### config.mk
export PLATFORM = sky130hd
export DESIGN_NAME = fb_write_arbiter
export DESIGN_NICKNAME = d
export VERILOG_FILES = /design/src/rtl/fb_write_arbiter.sv
export SDC_FILE = /design/constraint.sdc
export NUM_CORES = 1
export LEC_CHECK = 0
export ABC_CLOCK_PERIOD_IN_PS = 6000
export CAP_MARGIN = 20
export CORE_MARGIN = 1
export CORE_UTILIZATION = 50
export CTS_BUF_LIST = sky130_fd_sc_hd__clkbuf_8
export DETAILED_ROUTE_END_ITERATION = 10
export PLACE_DENSITY = 0.81
export SYNTH_ARGS = -nofsm -noshare
export SYNTH_HDL_FRONTEND = slang
export SYNTH_SLANG_ARGS = --single-unit
### constraint.sdc
create_clock -name clk -period 6 [get_ports clk]
set_input_delay 1.2 -clock clk [delete_from_list [all_inputs] [get_ports clk]]
set_output_delay 1.2 -clock clk [all_outputs]
set_load 0.005 [all_outputs]
### src/rtl/fb_write_arbiter.sv
// fb_write_arbiter: round-robin arbitration of host pixel writes and a rectangle-fill engine onto one video buffer write port
module fb_write_arbiter #(
  parameter int HD          = 1280,
  parameter int VD          = 1024,
  parameter int X_BITS      = 11,
  parameter int Y_BITS      = 11,
  parameter int GATE_VBLANK = 0
) (
  input  logic              clk,
  input  logic              rst,
  input  logic              vblank_i,
  input  logic              host_valid_i,
  output logic              host_ready_o,
  input  logic [X_BITS-1:0] host_x_i,
  input  logic [Y_BITS-1:0] host_y_i,
  input  logic [1:0]        host_color_i,
  input  logic              fill_start_i,
  input  logic [X_BITS-1:0] fill_x0_i,
  input  logic [X_BITS-1:0] fill_x1_i,
  input  logic [Y_BITS-1:0] fill_y0_i,
  input  logic [Y_BITS-1:0] fill_y1_i,
  input  logic [1:0]        fill_color_i,
  output logic              fill_busy_o,
  output logic              fill_done_o,
  output logic              fill_err_o,
  output logic              host_drop_o,
  output logic              we_o,
  output logic [X_BITS-1:0] addr_x_o,
  output logic [Y_BITS-1:0] addr_y_o,
  output logic [1:0]        color_o
);
  typedef enum logic [1:0] {IDLE, RUN, DONE} state_t;
  localparam logic [X_BITS:0] HD_L = (X_BITS+1)'(HD);
  localparam logic [Y_BITS:0] VD_L = (Y_BITS+1)'(VD);
  state_t state, state_d;
  logic [X_BITS-1:0] x0, x1, cx;
  logic [Y_BITS-1:0] y0, y1, cy;
  logic [1:0] fcol;
  logic last_host, permit, fill_req, host_gnt, fill_gnt, host_ok, cmd_ok, start_ok, row_end, last_px;
  assign permit   = (GATE_VBLANK == 0) || vblank_i;
  assign fill_req = state == RUN;
  assign host_gnt = !rst && permit && host_valid_i && (!fill_req || !last_host);
  assign fill_gnt = !rst && permit && fill_req && !host_gnt;
  assign host_ready_o = host_gnt;
  assign host_ok  = ({1'b0, host_x_i} < HD_L) && ({1'b0, host_y_i} < VD_L);
  assign cmd_ok   = (fill_x0_i <= fill_x1_i) && (fill_y0_i <= fill_y1_i) &&
                    ({1'b0, fill_x1_i} < HD_L) && ({1'b0, fill_y1_i} < VD_L);
  assign start_ok = state == IDLE && fill_start_i && cmd_ok;
  assign row_end  = cx == x1;
  assign last_px  = row_end && cy == y1;
  assign fill_busy_o = state != IDLE;
  assign fill_done_o = state == DONE;
  // next fill state: RUN leaves only once the final pixel is granted, DONE is a single cycle
  always_comb begin
    state_d = state;
    state_d = (state == IDLE) ? (start_ok ? RUN : IDLE) :
              (state == RUN)  ? ((fill_gnt && last_px) ? DONE : RUN) : IDLE;
  end
  // fill state register
  always_ff @(posedge clk) begin
    if (rst) state <= IDLE;
    else     state <= state_d;
  end
  // latch the accepted command and walk the raster cursor on each fill grant
  always_ff @(posedge clk) begin
    if (rst) begin
      x0 <= '0; x1 <= '0; y0 <= '0; y1 <= '0; cx <= '0; cy <= '0; fcol <= '0;
    end else if (start_ok) begin
      x0 <= fill_x0_i; x1 <= fill_x1_i; y0 <= fill_y0_i; y1 <= fill_y1_i;
      cx <= fill_x0_i; cy <= fill_y0_i; fcol <= fill_color_i;
    end else if (fill_gnt) begin
      cx <= row_end ? x0 : cx + 1'b1;
      cy <= (row_end && !last_px) ? cy + 1'b1 : cy;
    end
  end
  // round-robin pointer and registered write port; out-of-range host writes are swallowed
  always_ff @(posedge clk) begin
    if (rst) begin
      last_host <= 1'b0; we_o <= 1'b0; host_drop_o <= 1'b0; fill_err_o <= 1'b0;
      addr_x_o <= '0; addr_y_o <= '0; color_o <= '0;
    end else begin
      if (host_gnt || fill_gnt) last_host <= host_gnt;
      we_o        <= (host_gnt && host_ok) || fill_gnt;
      host_drop_o <= host_gnt && !host_ok;
      fill_err_o  <= state == IDLE && fill_start_i && !cmd_ok;
      if (host_gnt && host_ok) begin
        addr_x_o <= host_x_i; addr_y_o <= host_y_i; color_o <= host_color_i;
      end else if (fill_gnt) begin
        addr_x_o <= cx; addr_y_o <= cy; color_o <= fcol;
      end
    end
  end
endmodule
* Word level (Yosys, flattened, before mapping) *
Cells that the tools add are included.

cells by class
  mux-type cells = 16
  $lt $le $gt $ge = 6
  reductions and logical operators = 32
  eq/ne operators = 4
  $add $sub $neg = 2

operators by type and width
  kind                   number
  $mux 11                10
  $lt 11x11->1 const B   4
  $add 11x1->11 const B  2
  $eq 11x11->1           2
  $le 11x11->1           2
  $logic_and 1x1->1      16
  $mux 2                 5
  $reduce_bool 2->1      4
  $logic_not 1->1        7
  $logic_or 1x1->1       3
  $eq 2x1->1 const B     1
  $eq 2x2->1 const B     1
  $logic_not 2->1        1
  $reduce_and 2->1       1
  $mux 1                 1

word-level totals
  output and inout port bits = 30
  register bits after elaboration = 87
  logic and storage cells = 74

* Depth between registers and ports, before layout *
Gate-level depths: netlist (run 1).

  depth after elaboration = 10
  mapped depth = 10

* Worst setup path after synthesis (run 1) *
OpenSTA, ideal clock, no wires.

  path type = input to register
  start = in fill_x1_i[9]
  end = reg cy[6]
  required time = 5.867 ns
  arrival = 2.924 ns
  stages on the path = 10
  slack = 2.943 ns
  buffers on the path = 2
  cell sequence = inv_1 > ha_1 > a21o_1 > a21oi_1 > nand4b_1 > a2111o_1 > buf_2 > buf_2 > nor2_1 > a211oi_2

on the way
  word-level cells in the longest chain between the ends = 7
  elaborated cells between the ends (all ways) = 10

RTL lines
  element                      line  RTL
  from (decl)                  19    input logic [X_BITS-1:0] fill_x1_i,
  $le 11x11->1                 46    assign cmd_ok = (fill_x0_i <= fill_x1_i) && (fill_y0_i <= fill_y1_i) &&
  $logic_and 1x1->1            46
  $logic_and 1x1->1 (*)        46
  $logic_and 1x1->1 (*)        47    ({1'b0, fill_x1_i} < HD_L) && ({1'b0, fill_y1_i} < VD_L);
  $logic_and 1x1->1 (*)        48    assign start_ok = state == IDLE && fill_start_i && cmd_ok;
  $reduce_bool 2->1 (no line)  n/a
  $reduce_and 2->1 (no line)   n/a
  to (signal assigned)         70    cx <= fill_x0_i; cy <= fill_y0_i; fcol <= fill_color_i;
  to (signal assigned)         73    cy <= (row_end && !last_px) ? cy + 1'b1 : cy;
  to (decl)                    37    logic [Y_BITS-1:0] y0, y1, cy;

Every way passes the cells marked *; elsewhere a longest branch is shown, timed or not.
A chain may end at the register's enable or synchronous reset.

* Worst setup path in the final report (run 1) *
  start = in rst
  end = out host_ready_o

on the way
  word-level cells in the longest chain between the ends = 3

RTL lines
  element                          line  RTL
  from (decl)                      10    input logic rst,
  $logic_not 1->1                  42    assign host_gnt = !rst && permit && host_valid_i && (!fill_req || !last_host);
  $logic_and 1x1->1 (2 in series)  42
  to (decl)                        13    output logic host_ready_o,

No other way between the ends.

==> results by stage, run 1 <==
Layout:
- The area overhead of the layout relative to synthesis is 25.9%.
- The register cell area after layout is roughly 1700 sq um.
- The net count of the finished layout is 782.
- The fraction of final layout cells sized beyond drive strength 1 is between 5 and 6%.
- The total area of multi-input combinational cells is roughly 2700 sq um.
- 0 antenna diodes ended up in the layout.
- The number of fill cells in the layout is between 800 and 900.
- Cells fill 65.2% of the core in the end.

Critical path:
- The nature of the critical path endpoint is an output pin.
- The slowest stage of the critical path is the clkdlybuf4s50_1 cell.
- Walking the worst path, the cells encountered are buf_2 > nor3b_1 > clkdlybuf4s50_1.
- The critical path is of the input pin to output pin type.
- Data on the critical path arrives at its endpoint at ~2.7 ns.
- For the worst setup path, the data required time is approximately 4.8 ns.
- STA classifies the critical path startpoint as an input pin.
- The family with the most delay on the worst path is buffers and inverters.
- The number of buffers and inverters on the critical path is 2.
- The worst-path maximum fanout is 53.
- The delay contributed by the slowest stage of the critical path is 0.59 ns.

Clock network:
- The clock tree root driver cell is clkbuf_8.
- The maximum buffer depth of the clock tree is 2.
- TritonCTS built the clock tree.
- For the worst-skew pair, the clock arrives at the later sink with an insertion delay of 0.36 ns.
- The number of gates resized after CTS is 0.
- The number of buffers created by CTS is 9.
- The number of buffers inserted to repair setup after CTS is 0.
- The clock net sink count is 87.
- After clock tree synthesis, the clock-pin slew on the worst setup and hold paths is approximately 0.090 ns.
- Buffers inserted to repair hold after CTS numbered 0.
- The H-tree was split into 3 levels.

Die:
- The die is between 90 and 100 um wide.
- For this design the top-level I/O count stands at ~110.
- Once the floorplan was initialized, standard cells occupied about half of the core.
- Measured along the y axis, the die boundary spans approximately 100 um.
- The row count is 35.
- After floorplanning, the core was sized to cover 9240 sq um.
- The die covers 9980 sq um.

STA:
- The smallest setup slack after layout is 2.08 ns.
- The slew at the pin closest to its max-slew limit is between 1 and 1.5 ns.
- The final hold violation count was 0.
- Of the available clock period, the critical path in the final layout requires around 65%.
- The worst hold margin is about 0.46 ns.
- Setup repair after global routing left no endpoint under its margin.
- The maximum clock skew at final layout is 0.0121 ns.
- The top achievable clock speed is between 200 and 300 MHz.
- The number of pins with negative max-slew slack in the final report came to 0.
- The setup TNS is 0 ns.
- The worst slew slack as a fraction of its limit is between 30% and 40%.
- The worst path needs roughly 3.9 ns of the cycle, external delays included.
- Setup violations remaining at the end of the flow were counted as 0.

Yosys:
- After synthesis, the share of flip-flops with an asynchronous set or reset is 0%.
- After synthesis, the netlist uses 56 different library cells.
- Yosys attributes the largest share of cell area to dfxtp_1 (36%), nand2_1 (11%), ha_1 (6.3%).
- The total nets after synthesis is between 700 and 800.
- In this run, synthesis inferred 0 flip-flops with an integrated enable.
- Ranked by instance count, the synthesized netlist is headed by nand2_1 (135), dfxtp_1 (87), a21oi_1 (51).
- By instance count, the leading cell after synthesis is nand2_1.
- Of the synthesized area, sequential elements account for between 30% and 40%.
- The dominant synthesized flop cell is dfxtp_1.
- The biggest area contributor in the post-synthesis netlist is dfxtp_1.
- Synthesis handed over a netlist of between 600 and 700 instances.
- The number of synthesis warnings is 0.
- Summed over its instances, the top area cell type makes up approximately 36% of the synthesized netlist area.
- The synthesized area is between 4000 and 5000 sq um.
- Dividing the synthesized area by the synthesized cell count gives just under 8 sq um.
- In this run, synthesis produced a sequential element count of 87.

Power:
- VDD sags by at most ~0.12 mV.
- For this design the static power due to leakage is between 2 and 2.5 nW.
- For this design the ratio of total power to cell area is 230 nW/um^2.

Flow run:
- Max-cap violations in this run came to 0.

Min path:
- The path category of the worst min-delay check is register to register.

Route:
- The DRC violation count after routing is 0.
- In the routed layout, each cell is associated on average with a via count of around 5.6.
- The final routed wirelength across all metal layers is about 13000 um.
- The iteration count of the initial detailed-routing pass is 5.
- The count of antenna-violating nets left after detailed routing is 0.
- After detailed routing, the average wire length per cell comes to 15.5 um.
- For this block, the initial DRC count from the detailed router was around 440.
- The count of vias placed by the detailed router is around 4500.

Placement:
- The number of buffers inserted by port buffering is between 100 and 150.
- The worst setup timing slack at the placement stage is about 1.8 ns.
- The wire-length estimate of the detail-placed layout is 8920 um.
- The routability-driven placement congestion ratio is 0.851.

Global routing:
- The first-pass GRT wire length is ~21000 um.
- Entering global routing, the biggest net connects between 50 and 60 pins.
- The number of antenna violations at the first check in global routing is 0.
- For this run the aggregate overflow at the end of global routing stands at 0.
- The number of global-route vias before repair is about 4200.
- For this run, the total global-route usage over all layers was measured as between 20 and 30%.

Outcome:
- The run finished with clean final reports.
==> where the power goes <==
part           total [mW]  internal [mW]  leakage [nW]  switching (mW)
registers           0.637          0.605         0.706          0.0322
logic               0.310          0.149          1.38           0.161
clock network       0.442          0.232         0.106           0.211
total                1.39          0.985          2.19           0.404
==> sequential cells by signal (all words and copies together), names as in the netlist <==
name	flops
y1	11
addr_y_o	11
addr_x_o	11
state	2
host_drop_o	1
cx	11
fill_err_o	1
x1	11
we_o	1
cy	11
fcol	2
color_o	2
last_host	1
x0	11
==> area by class of cell <==
type,instances,area share (%)
clock buffers,9,2.05
flip-flops and latches,87,28.9
clock inverters,7,1.47
inverters,30,1.87
well taps,129,2.68
repair buffers,109,17.8
multi-input cells,446,45.3
==> through the flow <==
| stage | area, sq um | instances | power, mW |
|---|---|---|---|
| finish | 6030 | 817 | 1.39 |
| global route | 6030 | 817 | 1.45 |
| detailed placement | 5820 | 801 | 0.954 |
| CTS | 6030 | 817 | 1.39 |
| floorplan | 4790 | 606 | 0.844 |
| global placement | 5820 | 801 | 0.941 |
==> path summary, 6_finish.rpt <==
check                           startpoint  cells past startpoint  slack, ns      endpoint
worst max-delay path                   rst                      3       2.08  host_ready_o
worst min-delay path                 x0[3]                      2       0.46         x0[3]
worst max register to register    state[1]                      5       3.40         cy[8]
worst min register to register       x0[3]                      2       0.46         x0[3]
==> cells in the final DEF, fill, tap and decap left out, types with 4 or more instances in the layout <==
cell type,Yosys,routed
clkdlybuf4s50_1,0,102
nand4_1,10,10
nand2_1,135,135
dfxtp_1,87,87
nor3_1,9,8
o21ai_0,9,9
xnor2_1,17,17
clkbuf_8,0,9
xor2_1,11,11
inv_1,30,31
a21o_1,4,4
a21boi_0,5,5
nor2_1,47,47
a21oi_1,51,51
nand3_1,15,15
buf_4,0,6
nor2b_1,5,5
ha_1,24,24
a211oi_1,14,14
a311oi_1,24,24
o22ai_1,5,5
mux2_2,4,4
nand3b_1,4,4
==> cells by family (layout without fill, tap and decap cells) <==
kind of cell,after synthesis,in the layout,share of synthesized area [%]
fa+ha+maj,24,24,6.27
xor+xnor,28,28,5.12
flops,87,87,36.4
compound gates,136,136,19.6
simple gates,251,251,24.3
buf+inv,73,155,6.79
mux,7,7,1.57
==> worst register-to-register path, stage by stage, from the launching register on <==
cell and delay (ns):
dfxtp_1 0.32, nand2b_1 0.21, or3_2 0.92, nor3_2 0.60, a21boi_0 0.21, a211oi_1 0.25
==> layer usage <==
| metal | vias up | track usage, % | wire length, um |
|---|---|---|---|
| met1 | 2108 | 37.6 | 6180 |
| met3 | 14 | 2.99 | 711 |
| met4 | 0 | 8.37 | 150 |
| met5 | - | 0 | 0 |
| met2 | 167 | 39.6 | 5620 |
| li1 | 2259 | - | - |
Power figures use the tool's default switching activity.
==> inputs of run 2 (changes only) <==
- ABC_CLOCK_PERIOD_IN_PS: 6000 -> 3470
- CORE_UTILIZATION: 50 -> 48
- clock period: 6 -> 3.47 ns (I/O delays scaled with it)
==> run 2 against run 1 <==
- sequential power grew 73%
- non-clock buffer count grew 5
- via count grew 1.3%
- flip-flop and latch count is the same
- highest routed layer unchanged
- clock skew grew 0.00077 ns
- utilization shrank 2.3 points
- global-route usage shrank 0.98 points
- first-iteration DRC count shrank 18%
- design area grew 1.6%
==> results by stage, run 2 (same netlist as run 1, synthesis figures left out) <==
Critical path:
- The kind of critical path is input pin to register.
- STA classifies the critical path startpoint as an input pin.
- At the worst endpoint, the arrival time is between 3 and 4 ns.
- The cell depth of the worst flop-to-flop path is 6.
- The number of buffers and inverters on the critical path is 3.
- The worst reg-to-reg setup slack is 0.92 ns.
- The worst-path maximum fanout is 13.
- The endpoint identified for the worst register-to-register timing path is cy[8].
- The nature of the critical path endpoint is a register.
- The worst register-to-register path begins at cx[4].
- The cell family contributing the most delay on the critical path is compound AO/OA/AOI/OAI gates.
- On the critical path, the stage with the largest delay is an instance of a2111o_1.
- Traced cell by cell, the critical path runs through clkdlybuf4s50_1 > inv_1 > ha_1 > a21o_1 > a21oi_1 > nand4b_1 > a2111o_1 > buf_4 > a211oi_1.
- Data on the critical path is required at its endpoint by between 3 and 4 ns.
- The delay contributed by the slowest stage of the critical path is 0.54 ns.

Layout:
- 0 antenna diodes ended up in the layout.
- In the final layout, the share of cells above drive strength 1 is around 6.5%.
- Summing all non-filler instances in the final layout gives an area of between 6000 and 7000 sq um.
- The number of nets at the end of the flow is roughly 800.
- The library cells used most frequently in the layout, excluding fill and tap cells, are nand2_1 (135), clkdlybuf4s50_1 (102), dfxtp_1 (87), a21oi_1 (51), nor2_1 (47).
- Relative to the synthesized area, the layout overhead comes to 27.9%.
- The library cell used most frequently in the layout, excluding fill and tap cells, is nand2_1.

STA:
- Based on the critical path, the design can be clocked at up to between 300 and 400 MHz.
- The setup TNS is 0 ns.
- The worst slew slack as a fraction of its limit is 34.0%.
- The post-route fraction of the period consumed by the critical path is between 80 and 90%.
- The final hold violation count came to 0.
- The slew at the pin closest to its max-slew limit is just under 1 ns.
- The number of pins with negative max-slew slack in the final report is 0.
- Setup repair after global routing left no endpoint under its margin.
- The total setup violations reported at the end of the flow is 0.
- The maximum clock skew at final layout is approximately 0.013 ns.
- For the finished layout, the period the worst path requires is approximately 3 ns.

Die:
- The core box area is between 9000 and 10000 sq um.
- The initial standard-cell utilization of the core is around half.
- The number of primary I/O pins is roughly 110.
- The vertical extent of the die is 102 um.
- The floorplan has 36 rows.
- The x dimension of the die is 102 um.
- The floorplan step defined a die boundary enclosing roughly 10000 sq um.

Route:
- The routed length on met1 is roughly 6100 um.
- The per-cell via count in the routed design is 5.58.
- The final routed wirelength across all metal layers is roughly 12000 um.
- The highest metal layer with signal wires is met4.
- In the final routed layout, each cell accounts on average for 15.1 um.
- The first detailed-routing pass took 5 iterations.
- In the detailed route, the total length drawn on met2 is between 5000 and 6000 um.
- The DRC violation count after routing is 0.
- In this run, the number of DRC markers left after iteration 0 of detailed routing was ~360.
- The count of vias placed by the detailed router is approximately 4600.
- After detailed routing, the met3 layer carries about 760 um of wire.
- The count of antenna-violating nets left after detailed routing is 0.

Clock network:
- The CTS clock-pin slew for the worst setup and hold paths is about 0.09 ns.
- TritonCTS created 9 clock buffers.
- The clock tree from TritonCTS is yes.
- Counting along the longest clock path gives a buffer depth of 2.
- The CTS H-tree depth is 3.
- The clock tree root driver cell is clkbuf_8.
- The source-to-sink clock delay at the later pin of the worst-skew pair is 0.35 ns.
- The count of hold buffers inserted by post-cts repair is 0.
- The clock net sink count is between 80 and 90.
- Once the clock tree was built, the setup fixing pass inserted 0 buffers.
- The number of gates resized after CTS is 0.

Global routing:
- The first global-routing pass estimated 20600 um of wire.
- Global routing finished with a remaining overflow of 0.
- The global-route usage over all layers is 24.8%.
- The number of global-route vias before repair is approximately 4300.
- The number of antenna violations at the first check in global routing is 0.
- The maximum number of pins on one net before global-route repair is 56.

Placement:
- The number of buffers inserted by port buffering is 103.
- The post-detailed-placement half-perimeter wirelength is 9000 um.
- Routability-driven placement finished with a final weighted congestion of between 0.8 and 0.9.
- The placed instances occupy a cell area of around 6000 sq um.

Min path:
- The endpoint of the worst hold path is x0[2].
- The launch point of the worst hold path is x0[2].
- The cell depth of the worst hold path is 2.
- The path category of the worst min-delay check is register to register.

Power:
- In this run the power density over the cells is 407 nW/um^2.
- The leakage power of the design is 2.23 nW.
- IR analysis of the VDD net gives a maximum drop of around 0.26 mV.

Outcome:
- The flow ran to the end, and the final reports show no timing, DRC or antenna violations.

Flow run:
- The count of max-cap constraint violations is 0.
run 2: changes by cell type in the layout (fill, tap and decap cells not counted):
cell / change
buf_12: +2
inv_1: -1
clkbuf_8: +1
clkinv_4: +1
buf_4: +3
clkinv_2: -2
clkinvlp_4: -1
bufinv_16: +1
run 2: worst max-delay path by stage:
stage,startpoint,end,depth (start not counted)
after floorplan,fill_x1_i[9],cy[6],10
after global placement,fill_x1_i[4],cy[10],10
after detailed placement,fill_x1_i[9],cx[5],10
after CTS,fill_x1_i[9],cy[10],10
after global routing,fill_x1_i[9],cy[8],9
final,fill_x1_i[9],cx[5],9
run 2: worst min-delay path, delay by kind of cell (launching register included):
family	cells	cell delay [ns]
compound gates	1	0.05
flops	1	0.32
simple gates	1	0.05
run 2: metrics by stage:
stage          power [mW]  hold WS (ns)  setup WS (ns)  util [%]  std cells
2_1_floorplan        1.46         0.429          0.919         -        606
3_3_place_gp         1.63         0.436          0.286      60.5        810
3_5_place_dp         1.65         0.443          0.182      60.5        810
4_1_cts              2.50         0.454          0.551      63.0        825
5_1_grt              2.60         0.475          0.392      63.0        825
6_report             2.50         0.452          0.529      63.0        825
run 2: final cells by class:
type,count,area [sq um]
Clock buffer,10,138
Sequential cell,87,1740
Clock inverter,5,106
Inverter,30,113
Tap cell,133,166
Fill cell,880,3600
Timing Repair Buffer,114,1130
Multi-Input combinational cell,446,2730
run 2: layer usage:
layer	track usage, %	vias to the layer above
met5	0	-
met3	3.90	17
met1	35.7	2144
met4	7.25	0
met2	38.5	172
li1	-	2274
run 2: report_power, final:
group,switching (mW),internal (mW)
Sequential,0.0561,1.05
Clock,0.358,0.495
Combinational,0.278,0.262
Total,0.693,1.80
